`src/rtl/pair_select_if.sv`:
```
// Signal bundle between the pair-select controller and the cursor, matcher and renderer.
// The master modport is the surrounding game logic and the slave modport is the controller.
interface pair_select_if;
  // click/new_game/m_ms/m_mf are one-cycle pulses sampled on the rising clk edge.
  // They have no back-pressure: a pulse the controller cannot use in its current state is dropped.
  logic        click;
  logic [5:0]  click_pos;
  logic        new_game;
  logic        m_ms;
  logic        m_mf;
  logic [5:0]  m_addr;
  logic [5:0]  disp_addr;
  logic [35:0] m_sel_bus;
  logic [35:0] hidden_bus;
  logic [35:0] sel_bus;
  logic [5:0]  board_addr;
  logic        disp_grant;
  logic [4:0]  score;
  logic [7:0]  misses;
  logic        won;
  logic        busy;

  modport master (
    output click, click_pos, new_game, m_ms, m_mf, m_addr, disp_addr,
    input  m_sel_bus, hidden_bus, sel_bus, board_addr, disp_grant, score, misses, won, busy
  );

  modport slave (
    input  click, click_pos, new_game, m_ms, m_mf, m_addr, disp_addr,
    output m_sel_bus, hidden_bus, sel_bus, board_addr, disp_grant, score, misses, won, busy
  );
endinterface

```
`src/rtl/pair_select_controller.sv`:
```
// Game sequencer: builds a two-card selection from clicks, presents it to the matcher,
// applies the result, shares the board read port, and keeps score, misses and the win flag.
module pair_select_controller #(
  parameter logic [31:0] MISS_HOLD     = 32'd50_000_000,
  parameter logic [31:0] CHECK_TIMEOUT = 32'd255
) (
  input  logic         clk,
  input  logic         rst,
  pair_select_if.slave bus,
  output logic [2:0]   o_state
);

  typedef enum logic [2:0] {
    S_IDLE  = 3'd0,
    S_ONE   = 3'd1,
    S_CHECK = 3'd2,
    S_MISS  = 3'd3,
    S_WON   = 3'd4
  } state_t;

  state_t      r_state, w_state_n;
  logic [35:0] r_sel, w_sel_n;
  logic [35:0] r_m_sel, w_m_sel_n;
  logic [35:0] r_hidden, w_hidden_n;
  logic [4:0]  r_score, w_score_n;
  logic [7:0]  r_misses, w_misses_n;
  logic        r_won, w_won_n;
  logic        r_busy, w_busy_n;
  logic [31:0] r_timer, w_timer_n;

  logic [63:0] w_hid64;
  logic [35:0] w_pos_mask;
  logic [35:0] w_sel_rev;
  logic [31:0] w_timer_inc;
  logic        w_click_ok;

  // Positions 36..63 read as "hidden", so one lookup rejects both out-of-range and removed cards.
  always_comb begin
    w_hid64     = {28'hFFF_FFFF, r_hidden};
    w_click_ok  = bus.click && !w_hid64[bus.click_pos];
    w_timer_inc = r_timer + 32'd1;
    w_pos_mask  = '0;
    w_sel_rev   = '0;
    for (int i = 0; i < 36; i++) begin
      w_pos_mask[35-i] = (bus.click_pos == i[5:0]);
      w_sel_rev[i]     = r_sel[35-i];
    end
  end

  always_comb begin
    w_state_n  = r_state;
    w_sel_n    = r_sel;
    w_hidden_n = r_hidden;
    w_score_n  = r_score;
    w_misses_n = r_misses;
    w_won_n    = r_won;
    w_timer_n  = r_timer;
    if (bus.new_game) begin
      w_state_n  = S_IDLE;
      w_sel_n    = '0;
      w_hidden_n = '0;
      w_score_n  = '0;
      w_misses_n = '0;
      w_won_n    = 1'b0;
      w_timer_n  = '0;
    end else begin
      case (r_state)
        S_IDLE: begin
          if (w_click_ok) begin
            w_sel_n   = r_sel | w_pos_mask;
            w_state_n = S_ONE;
          end
        end
        S_ONE: begin
          if (w_click_ok) begin
            if ((r_sel & w_pos_mask) != '0) begin
              w_sel_n   = r_sel & ~w_pos_mask;
              w_state_n = S_IDLE;
            end else begin
              w_sel_n   = r_sel | w_pos_mask;
              w_timer_n = '0;
              w_state_n = S_CHECK;
            end
          end
        end
        S_CHECK: begin
          // Success outranks failure when the matcher raises both in one cycle.
          if (bus.m_ms) begin
            w_hidden_n = r_hidden | w_sel_rev;
            w_sel_n    = '0;
            w_score_n  = r_score + 5'd1;
            if (r_score == 5'd17) begin
              w_won_n   = 1'b1;
              w_state_n = S_WON;
            end else begin
              w_state_n = S_IDLE;
            end
          end else if (bus.m_mf || (w_timer_inc == CHECK_TIMEOUT)) begin
            w_misses_n = (r_misses == 8'hFF) ? r_misses : r_misses + 8'd1;
            w_timer_n  = '0;
            w_state_n  = S_MISS;
          end else begin
            w_timer_n = w_timer_inc;
          end
        end
        S_MISS: begin
          if (w_timer_inc == MISS_HOLD) begin
            w_sel_n   = '0;
            w_timer_n = '0;
            w_state_n = S_IDLE;
          end else begin
            w_timer_n = w_timer_inc;
          end
        end
        S_WON:   w_state_n = S_WON;
        default: w_state_n = S_IDLE;
      endcase
    end
    // Matcher view is registered alongside the state so it is non-zero only while in CHECK.
    w_m_sel_n = (w_state_n == S_CHECK) ? w_sel_n : '0;
    w_busy_n  = (w_state_n == S_CHECK) || (w_state_n == S_MISS);
  end

  always_ff @(posedge clk or posedge rst) begin
    if (rst) begin
      r_state  <= S_IDLE;
      r_sel    <= '0;
      r_m_sel  <= '0;
      r_hidden <= '0;
      r_score  <= '0;
      r_misses <= '0;
      r_won    <= 1'b0;
      r_busy   <= 1'b0;
      r_timer  <= '0;
    end else begin
      r_state  <= w_state_n;
      r_sel    <= w_sel_n;
      r_m_sel  <= w_m_sel_n;
      r_hidden <= w_hidden_n;
      r_score  <= w_score_n;
      r_misses <= w_misses_n;
      r_won    <= w_won_n;
      r_busy   <= w_busy_n;
      r_timer  <= w_timer_n;
    end
  end

  assign bus.board_addr = (r_state == S_CHECK) ? bus.m_addr : bus.disp_addr;
  assign bus.disp_grant = (r_state != S_CHECK);
  assign bus.sel_bus    = r_sel;
  assign bus.m_sel_bus  = r_m_sel;
  assign bus.hidden_bus = r_hidden;
  assign bus.score      = r_score;
  assign bus.misses     = r_misses;
  assign bus.won        = r_won;
  assign bus.busy       = r_busy;
  assign o_state        = r_state;

endmodule

```
`src/flat_wrapper.sv`:
```
// flat-port wrapper written by rule: the top's interface ports become plain ports
module pair_select_controller_flat 
#(
  parameter logic [31:0] MISS_HOLD     = 32'd50_000_000,
  parameter logic [31:0] CHECK_TIMEOUT = 32'd255
)
  (clk, rst, o_state, bus_click, bus_click_pos, bus_new_game, bus_m_ms, bus_m_mf, bus_m_addr, bus_disp_addr, bus_m_sel_bus, bus_hidden_bus, bus_sel_bus, bus_board_addr, bus_disp_grant, bus_score, bus_misses, bus_won, bus_busy);
  pair_select_if bus_i ();
  input  logic clk;
  input  logic rst;
  output logic [2:0] o_state;
  input wire logic [$bits(bus_i.click)-1:0] bus_click;
  input wire logic [$bits(bus_i.click_pos)-1:0] bus_click_pos;
  input wire logic [$bits(bus_i.new_game)-1:0] bus_new_game;
  input wire logic [$bits(bus_i.m_ms)-1:0] bus_m_ms;
  input wire logic [$bits(bus_i.m_mf)-1:0] bus_m_mf;
  input wire logic [$bits(bus_i.m_addr)-1:0] bus_m_addr;
  input wire logic [$bits(bus_i.disp_addr)-1:0] bus_disp_addr;
  output wire logic [$bits(bus_i.m_sel_bus)-1:0] bus_m_sel_bus;
  output wire logic [$bits(bus_i.hidden_bus)-1:0] bus_hidden_bus;
  output wire logic [$bits(bus_i.sel_bus)-1:0] bus_sel_bus;
  output wire logic [$bits(bus_i.board_addr)-1:0] bus_board_addr;
  output wire logic [$bits(bus_i.disp_grant)-1:0] bus_disp_grant;
  output wire logic [$bits(bus_i.score)-1:0] bus_score;
  output wire logic [$bits(bus_i.misses)-1:0] bus_misses;
  output wire logic [$bits(bus_i.won)-1:0] bus_won;
  output wire logic [$bits(bus_i.busy)-1:0] bus_busy;
  assign bus_i.click = bus_click;
  assign bus_i.click_pos = bus_click_pos;
  assign bus_i.new_game = bus_new_game;
  assign bus_i.m_ms = bus_m_ms;
  assign bus_i.m_mf = bus_m_mf;
  assign bus_i.m_addr = bus_m_addr;
  assign bus_i.disp_addr = bus_disp_addr;
  assign bus_m_sel_bus = bus_i.m_sel_bus;
  assign bus_hidden_bus = bus_i.hidden_bus;
  assign bus_sel_bus = bus_i.sel_bus;
  assign bus_board_addr = bus_i.board_addr;
  assign bus_disp_grant = bus_i.disp_grant;
  assign bus_score = bus_i.score;
  assign bus_misses = bus_i.misses;
  assign bus_won = bus_i.won;
  assign bus_busy = bus_i.busy;
  pair_select_controller #(.MISS_HOLD(MISS_HOLD), .CHECK_TIMEOUT(CHECK_TIMEOUT)) u_core (.clk(clk), .rst(rst), .bus(bus_i), .o_state(o_state));
endmodule
```
`config.mk`:
```
export PLATFORM = sky130hd
export DESIGN_NAME = pair_select_controller_flat
export DESIGN_NICKNAME = d
export VERILOG_FILES = /design/src/rtl/pair_select_if.sv /design/src/rtl/pair_select_controller.sv /design/src/flat_wrapper.sv
export SDC_FILE = /design/constraint.sdc
export NUM_CORES = 1
export LEC_CHECK = 0
export CAP_MARGIN = 20
export CORE_MARGIN = 4
export CORE_UTILIZATION = 50
export DETAILED_ROUTE_END_ITERATION = 8
export PLACE_DENSITY_LB_ADDON = 0.15
export SLEW_MARGIN = 25
export SYNTH_ARGS = -nofsm -noshare
export SYNTH_HDL_FRONTEND = slang
export SYNTH_SLANG_ARGS = --single-unit
```
`constraint.sdc`:
```
create_clock -name clk -period 12.8 [get_ports clk]
set_input_delay 1.92 -clock clk [delete_from_list [all_inputs] [get_ports clk]]
set_output_delay 1.92 -clock clk [all_outputs]
set_load 0.01 [all_outputs]
```
==> insert_results.sql <==
INSERT INTO impl_metrics (metric_group, metric, value, unit) VALUES
('synthesis', 'synth_ff_type', 'dfrtp_1', ''),
('sta', 'setup_tns_final', '0', 'ns'),
('placement', 'hpwl', '18.6', 'mm'),
('synthesis', 'synth.area.mux_share', '5.13', '%'),
('pwr', 'report.power.total', '0.00114', 'W'),
('sta', 'timing_hold_violations_final', '0', ''),
('sta', 'timing.hold.ws', '0.529', 'ns'),
('layout', 'flow.area_growth_from_synthesis', '25.9', '%'),
('synthesis', 'synth_warnings', '0', ''),
('clock_tree', 'cts-root-to-sink-buffers', '2', ''),
('setup_path', 'cp-end-kind', 'register', ''),
('floorplan', 'initial_utilization', '50.8', '%'),
('clock_tree', 'cts_repair_resize_count', '0', ''),
('global_route', 'antenna_found_initial', '0', ''),
('pwr', 'switching_power', '0.000293', 'W'),
('pwr', 'leakage', '4.54', 'nW'),
('sta', 'final_max_slew_viol_count', '0', ''),
('detailed_routing', 'wl', '26.3', 'mm'),
('floorplan', 'fp.dieW', '140', 'microns'),
('setup_path', 'worst_ep_required_time', '13.08', 'ns'),
('layout', 'finalNetCount', '1081', ''),
('detailed_routing', 'detail_route.first_pass.iterations', '5', ''),
('global_route', 'grt.overflow.total', '0', ''),
('clock_tree', 'clock_insertion_delay_worst_skew', '0.43', 'ns'),
('sta', 'max_clock_freq', '185', 'MHz'),
('sta', 'grt_setup_unrepaired', 'no', ''),
('sta', 'tightestPinTransition', '1.08', 'ns'),
('clock_tree', 'clk_root_buffer_cell', 'clkbuf_16', ''),
('clock_tree', 'clk_pin_slew', '0.07', 'ns'),
('clock_tree', 'number_of_h_tree_levels', '4', ''),
('clock_tree', 'cts.repair_timing.setup_buffer_count', '0', ''),
('run', 'maxCapViolCount', '0', ''),
('floorplan', 'floorplan.rows', '48', ''),
('synthesis', 'synthXorXnorAreaFrac', '2.31', '%'),
('clock_tree', 'cts_hold_buf', '0', ''),
('outcome', 'status', 'finished, final reports clean', ''),
('sta', 'report.final.setup_viol', '0', ''),
('synthesis', 'synth_edf_count', '0', ''),
('pwr', 'power_frac_comb', '9.2', '%'),
('sta', 'clock_skew', '0.0120', 'ns'),
('sta', 'worst_slew_margin_rel', '27.4', '%'),
('synthesis', 'synth_top_family_by_area', 'simple AND/OR/NAND/NOR gates', ''),
('floorplan', 'design.die.area', '0.0196', 'sq mm'),
('placement', 'pre_cts_ws', '7.02', 'ns'),
('synthesis', 'synth_cell_types', '73', ''),
('synthesis', 'ys_seq_elements', '158', ''),
('synthesis', 'syn_avg_cell_area', '9.34', 'sq um'),
('setup_path', 'path_max_fanout', '28', ''),
('detailed_routing', 'vias', '7952', ''),
('floorplan', 'core_region_area', '0.0172', 'sq mm'),
('setup_path', 'worst-endpoint-arrival', '5.69', 'ns'),
('pwr', 'switching_share', '25.8', '%'),
('clock_tree', 'tritoncts', 'yes', ''),
('synthesis', 'post_synthesis_sequential_area_ratio', '45.3', '%'),
('worst_hold_path', 'hold_class', 'reg2reg', ''),
('pwr', 'worst_ir_drop_vdd', '0.0901', 'mV'),
('synthesis', 'synthesis.nets', '963', ''),
('pwr', 'intPower', '0.000842', 'W'),
('floorplan', 'io-pin-count', '157', ''),
('pwr', 'power.clock.fraction', '45.4', '%'),
('pwr', 'power-per-cell-area', '103', 'mW/mm^2'),
('sta', 'timing.final.crit_share', '42.3', '%'),
('synthesis', 'cell_count_after_synthesis', '934', ''),
('synthesis', 'synth_simple_gate_area_share', '23.9', '%'),
('synthesis', 'fraction_of_the_mapped_netlist_area_in_adder_cells', '0.717', '%'),
('placement', 'port_buffers', '156', ''),
('clock_tree', 'cts_num_sinks', '158', ''),
('floorplan', 'die_h', '140', 'microns'),
('detailed_routing', 'post-route-drc-count', '0', ''),
('synthesis', 'synth_compound_gate_area_share', '18.4', '%'),
('placement', 'place.gp.congestion', '0.935', '');
[routing by layer]
layer	wire, microns	vias up	GRT usage (%)
li1	-	3652	-
met1	11400	3922	36.6
met2	12600	334	42.4
met3	1810	44	5.91
met4	551	0	7.85
met5	0	-	0
[placed cells by master (no fill, tap or decap), types with 8 or more instances in the layout]
master / count
nand4_1: 24
a221oi_1: 10
nor2b_1: 32
and2_1: 25
clkbuf_16: 17
nand3_1: 24
mux2i_1: 20
a221o_1: 17
xnor2_1: 18
o21ai_0: 22
nor3_1: 20
a21o_1: 8
nand2b_1: 10
clkdlybuf4s50_1: 155
nand2_1: 61
nor2_1: 112
o21ai_1: 18
and3_1: 22
dfrtp_1: 158
buf_4: 11
o311a_1: 10
nor4_1: 11
inv_1: 21
a21oi_1: 83
mux2_2: 8
a31oi_1: 8
[registers in the layout, summed over array words and instances (netlist names)]
register,flops
u_core.bus.busy,1
u_core.o_state,3
u_core.bus.misses,8
u_core.bus.score,5
u_core.bus.won,1
u_core.r_timer,32
u_core.bus.hidden_bus,36
u_core.bus.sel_bus,36
u_core.bus.m_sel_bus,36
[worst max-delay path, stage by stage]
cell	delay [ns]
clkdlybuf4s50_1	0.48
buf_4	0.32
mux4_2	0.54
mux2i_1	0.16
nor2_1	0.06
a311oi_1	0.47
o21ai_0	0.34
nor4_2	0.83
a211oi_1	0.17
a221oi_1	0.33
nor2_1	0.07
[worst paths after layout]
| path | start | to | slack (ns) | cells past startpoint |
|---|---|---|---|---|
| max | bus_click_pos[0] | u_core.bus.sel_bus[25] | 7.39 | 11 |
| min | u_core.bus.hidden_bus[16] | u_core.bus.hidden_bus[16] | 0.53 | 2 |
| max reg2reg | u_core.r_timer[0] | u_core.bus.misses[5] | 8.54 | 10 |
| min reg2reg | u_core.bus.hidden_bus[16] | u_core.bus.hidden_bus[16] | 0.53 | 2 |
| max in group asynchronous | rst | u_core.bus.hidden_bus[27] | 9.40 | 3 |
| min in group asynchronous | rst | u_core.bus.score[0] | 2.00 | 2 |
[power groups by stage]
stage | Sequential (W) | Combinational, W | Clock [W]
after floorplan | 0.000522 | 0.0000608 | 0
after global placement | 0.000524 | 0.000103 | 0
after detailed placement | 0.000524 | 0.000103 | 0
after CTS | 0.000515 | 0.000104 | 0.000523
after global routing | 0.000515 | 0.000113 | 0.000543
final | 0.000515 | 0.000105 | 0.000515
[layout make-up]
cell class / instances / area (sq um)
clock buffer: 17 / 425
clock inverter: 14 / 170
fill: 1475 / 6190
inverter: 22 / 87.6
multi-input combinational: 685 / 4420
sequential: 158 / 3950
tap: 225 / 282
timing repair buffer: 168 / 1650
[per-stage QoR]
| stage | instances | cell area, sq um |
|---|---|---|
| floorplan | 934 | 8720 |
| global placement | 1257 | 10400 |
| detailed placement | 1257 | 10400 |
| CTS | 1288 | 11000 |
| global route | 1289 | 11000 |
| finish | 1289 | 11000 |
[cells by family after synthesis]
| kind of cell | count (synthesis) |
|---|---|
| muxes | 36 |
| DFF | 158 |
| buffers and inverters | 91 |
| AOI/OAI and AO/OA | 236 |
| and+or+nand+nor | 385 |
| xor gates and xnor gates | 23 |
| adders and majority gates | 5 |
[cell usage after synthesis (all sizes together) (20+ instances only)]
cell type	n	area share, %
nor2b	32	2.3
a21oi	83	4.8
clkbuf	39	1.7
and3	22	1.6
nor2	112	4.8
nand4	26	2.2
o21ai	40	2.3
nand3	24	1.4
nor3	21	1.3
inv	22	0.95
dfrtp	158	45
nand2	61	2.6
buf	30	1.6
mux2i	20	2.3
and2	25	1.8
Note: power is estimated with default switching activity, not from simulation.
